`config.mk`:
```
export PLATFORM = sky130hd
export DESIGN_NAME = data_mem_arbiter
export DESIGN_NICKNAME = d
export VERILOG_FILES = /design/src/rtl/data_mem_arbiter.sv
export SDC_FILE = /design/constraint.sdc
export NUM_CORES = 1
export LEC_CHECK = 0
export CAP_MARGIN = 10
export CORE_ASPECT_RATIO = 0.6
export CORE_MARGIN = 4
export CORE_UTILIZATION = 31
export CTS_BUF_LIST = sky130_fd_sc_hd__clkbuf_8
export CTS_CLUSTER_DIAMETER = 30
export CTS_CLUSTER_SIZE = 40
export DETAILED_ROUTE_END_ITERATION = 7
export HOLD_SLACK_MARGIN = 0.06
export PLACE_DENSITY = 0.9
export SYNTH_ARGS = -nofsm -noshare
export SYNTH_HDL_FRONTEND = slang
export SYNTH_SLANG_ARGS = --single-unit
```
`constraint.sdc`:
```
create_clock -name clk -period 1.98 [get_ports clk]
set_clock_uncertainty 0.1 [all_clocks]
set_input_delay 0.495 -clock clk [delete_from_list [all_inputs] [get_ports clk]]
set_output_delay 0.495 -clock clk [all_outputs]
set_load 0.05 [all_outputs]
```
`src/rtl/data_mem_arbiter.sv`:
```
// data_mem_arbiter: shares the DataMem port between the CPU (priority) and a loader with bounded wait and burst
module data_mem_arbiter #(
  parameter int ADDR_W    = 11,
  parameter int MAX_WAIT  = 4,
  parameter int BURST_MAX = 8
) (
  input  logic              clk,
  input  logic              rst,
  input  logic              cpu_en,
  input  logic [3:0]        cpu_we,
  input  logic [ADDR_W-1:0] cpu_addr,
  input  logic [31:0]       cpu_wdata,
  output logic [31:0]       cpu_rdata,
  output logic              cpu_stall,
  input  logic              ld_req,
  input  logic [3:0]        ld_we,
  input  logic [ADDR_W-1:0] ld_addr,
  input  logic [31:0]       ld_wdata,
  output logic              ld_gnt,
  output logic              ld_rvalid,
  output logic [31:0]       ld_rdata,
  output logic              mem_en,
  output logic [3:0]        mem_we,
  output logic [ADDR_W-1:0] mem_addr,
  output logic [31:0]       mem_wdata,
  input  logic [31:0]       mem_rdata
);
  localparam logic [0:0] CPU_OWN = 1'b0;
  localparam logic [0:0] LD_OWN  = 1'b1;
  localparam int WW = $clog2(MAX_WAIT + 1);
  localparam int BW = $clog2(BURST_MAX + 1);
  localparam logic [WW-1:0] WAIT_TOP  = WW'(MAX_WAIT - 1);
  localparam logic [BW-1:0] BURST_TOP = BW'(BURST_MAX - 1);
  logic [0:0]    owner;
  logic [WW-1:0] wait_cnt;
  logic [BW-1:0] burst_cnt;
  logic          ld_own;
  logic          ld_read;
  assign ld_own  = owner == LD_OWN;
  assign ld_read = ld_gnt && ld_we == 4'h0;
  always_comb begin
    mem_en    = !rst && (ld_own ? ld_req : cpu_en);
    mem_we    = rst ? 4'h0 : ld_own ? (ld_req ? ld_we : 4'h0) : cpu_we;
    mem_addr  = ld_own ? ld_addr : cpu_addr;
    mem_wdata = ld_own ? ld_wdata : cpu_wdata;
    cpu_rdata = ld_own ? 32'h0 : mem_rdata;
    cpu_stall = !rst && ld_own && cpu_en;
    ld_gnt    = !rst && ld_own && ld_req;
  end
  always_ff @(posedge clk)
    if (rst) begin
      owner     <= CPU_OWN;
      wait_cnt  <= '0;
      burst_cnt <= '0;
      ld_rvalid <= 1'b0;
      ld_rdata  <= 32'h0;
    end else begin
      ld_rvalid <= ld_read;
      if (ld_read) ld_rdata <= mem_rdata;
      if (!ld_own) begin
        wait_cnt <= !ld_req ? '0 : (cpu_en && wait_cnt != WAIT_TOP) ? wait_cnt + 1'b1 : wait_cnt;
        if (ld_req && (!cpu_en || wait_cnt == WAIT_TOP)) begin
          owner     <= LD_OWN;
          burst_cnt <= '0;
        end
      end else if (ld_req && !(cpu_en && burst_cnt == BURST_TOP))
        burst_cnt <= burst_cnt == BURST_TOP ? burst_cnt : burst_cnt + 1'b1;
      else begin
        owner    <= CPU_OWN;
        wait_cnt <= '0;
      end
    end
endmodule

```
==> results.cfg <==
[synthesis]
ys_seq_elements = 41
ys_types = 30
synth_area_mm2 = 0.00250
netlist_top_cells_area = dfxtp_1 33%, mux2_2 19%, nor2b_1 9.5%
synth_top_area_share = 0.328
netlist_instances = 301
synth.avg_cell_area_um2 = 8.32
async_reset_ff_frac = 0
synth-edff-count = 0
ys.warnings.count = 0
synth-main-ff-cell = dfxtp_1
synth_top_area_cell = dfxtp_1
syn_nets = 434
seq_area_frac_synth = 0.328

[die]
die_w_um = 124
start_util = 0.319
die_area_mm2 = 0.00963
core_area_mm2 = 0.00785
rows = 25
die_y_um = 77.6
io_pins = 245

[critical_path]
cp-start-kind = register
worstPathArrival_ps = 1510
required_ps = 1380
critical_path_class = reg2out
endpoint_kind = primary output
cp_max_fo = 6

[final_layout]
fin_util = 0.851
final_common_cell = clkdlybuf4s50_1
seqCellArea_um2 = 825
design_area_mm2 = 0.00668
layout_common_cells = 120 x clkdlybuf4s50_1, 55 x buf_12, 52 x buf_4
drive_above_1_share = 0.464
fill_cells = 383
diodes = 0
final_nets = 701
multi_input_area_mm2 = 0.00200
area_delta_synth_final_pct = 167

[route]
ant_nets = 0
drc = 0
wl_mm = 15.7
wl_per_cell_um = 23.2
drtIter0Drc = 169
firstDrtPassIters = 5
dr_total_vias = 3612
vias_per_cell = 5.34

[grt]
antenna_found_initial = 0
grt_overflow_total = 0
grt_first_pass_wirelength_mm = 21.0
grtUsageTotal = 0.287
grt_pass1_vias = 3785
grt_start_max_net_pins = 28

[clock_tree]
cts_hold_buf = 0
clockBufferDepth = 2
cts_root_buf = clkbuf_8
cts_sinks = 41
clkLatencyLatePin_ps = 290
cts.reportedPaths.clkPinSlew_ps = 90
cts_made_buffers = 5
htreeDepth = 2
cts_tree = yes

[timing]
fmax_ghz = 0.475
fin_setup_tns_ps = -3930
fin_crit_sh = 1.06
finalHoldViolations = 0
setup_viol = 60
maxSlewViolCount = 0
worstMarginPinSlew_ps = 482
fin_crit_ps = 2110
fin_ws_ps = -127
relSlewSlack = 0.675
rsz0062_at_grt = yes

[placement]
placed_cell_area_mm2 = 0.00551
io_buffer_count = 244
gp_congestion = 0.845
hpwlAfterDp_mm = 9.76

[power]
worst_ir_drop_vdd_v = 0.000292
power_density_mw_per_mm2 = 493
total_leakage_power_nw = 2.80

[run]
timing.max_cap.violations = 0

[worst_hold_path]
hold_class = reg2reg

[status]
violations = negative setup slack
outcome = complete, but fails checks
[worst paths after layout]
kind                                   start      endpoint  slack, ps  depth (start not counted)
worst max-delay path                  ld_own   mem_addr[4]       -130                          4
worst min-delay path            ld_rdata[29]  ld_rdata[29]        390                          2
worst max register to register        ld_own  burst_cnt[3]        220                          6
worst min register to register  ld_rdata[29]  ld_rdata[29]        390                          2
[power breakdown]
part | switching, mW | internal, mW | total, mW
Sequential | 0.00643 | 0.829 | 0.836
Clock | 0.302 | 0.410 | 0.712
Combinational | 0.852 | 0.896 | 1.75
Total | 1.16 | 2.13 | 3.29
[metal layers]
layer  up-vias  track usage  part of all wire
li1       1613            -                 -
met1      1765        0.326              0.37
met2       188        0.511              0.52
met3        46       0.0816             0.072
met4         0       0.0962             0.036
met5         -            0                 0
[stage by stage]
stage,setup slack (ps),hold WS [ps],instances,total power [mW]
after floorplan,-6.75,338,301,1.52
after global placement,-317,357,651,2.23
after detailed placement,-348,374,651,2.25
after CTS,-111,386,668,3.15
after global routing,-159,404,677,3.40
final,-127,385,677,3.29
[cell usage after synthesis, types with 2 or more instances]
master,instances
mux2_2,43
a21oi_1,42
dfxtp_1,41
nor2b_1,38
nand3_1,35
o21ai_1,29
clkbuf_1,14
buf_2,11
o21ai_0,7
nor2_1,5
inv_1,4
a31oi_1,3
buf_6,3
ha_1,3
nand2_1,3
nand2b_1,3
o211ai_1,2
o221ai_1,2
or3_1,2
[final cells by class]
| cell class | count | area share |
|---|---|---|
| tap | 108 | 0.0202 |
| timing repair buffer | 288 | 0.538 |
| sequential | 41 | 0.123 |
| multi-input combinational | 228 | 0.299 |
| clock inverter | 2 | 0.00562 |
| inverter | 4 | 0.00225 |
| clock buffer | 6 | 0.0124 |
[registers in the layout, summed over array words and instances, names as in the netlist]
signal / cells
wait_cnt: 3
burst_cnt: 4
ld_rvalid: 1
ld_own: 1
ld_rdata: 32
[kinds of logic (layout without fill, tap and decap cells)]
kind of cell             after synthesis  count (layout)  synth area share
AND/OR/NAND/NOR                       96              96             0.222
AO/OA/AOI/OAI                         86              86             0.179
multiplexers                          43              43             0.193
flip-flops                            41              41             0.328
buffers and inverters                 32             300            0.0625
adder cells (fa/ha/maj)                3               3            0.0150
[what timing repair did]
action                     4_1_cts  5_1_grt
cloned                           4        4
resized for setup              132       75
buffers inserted                 5        5
pin swaps                        3        5
setup endpoints to repair       66       74
[critical path, cell delays in order, from the launching register on]
cell and delay, ps:
dfxtp_4 410, buf_12 150, clkbuf_16 160, mux2_4 330, buf_6 160
Power figures use the tool's default switching activity.
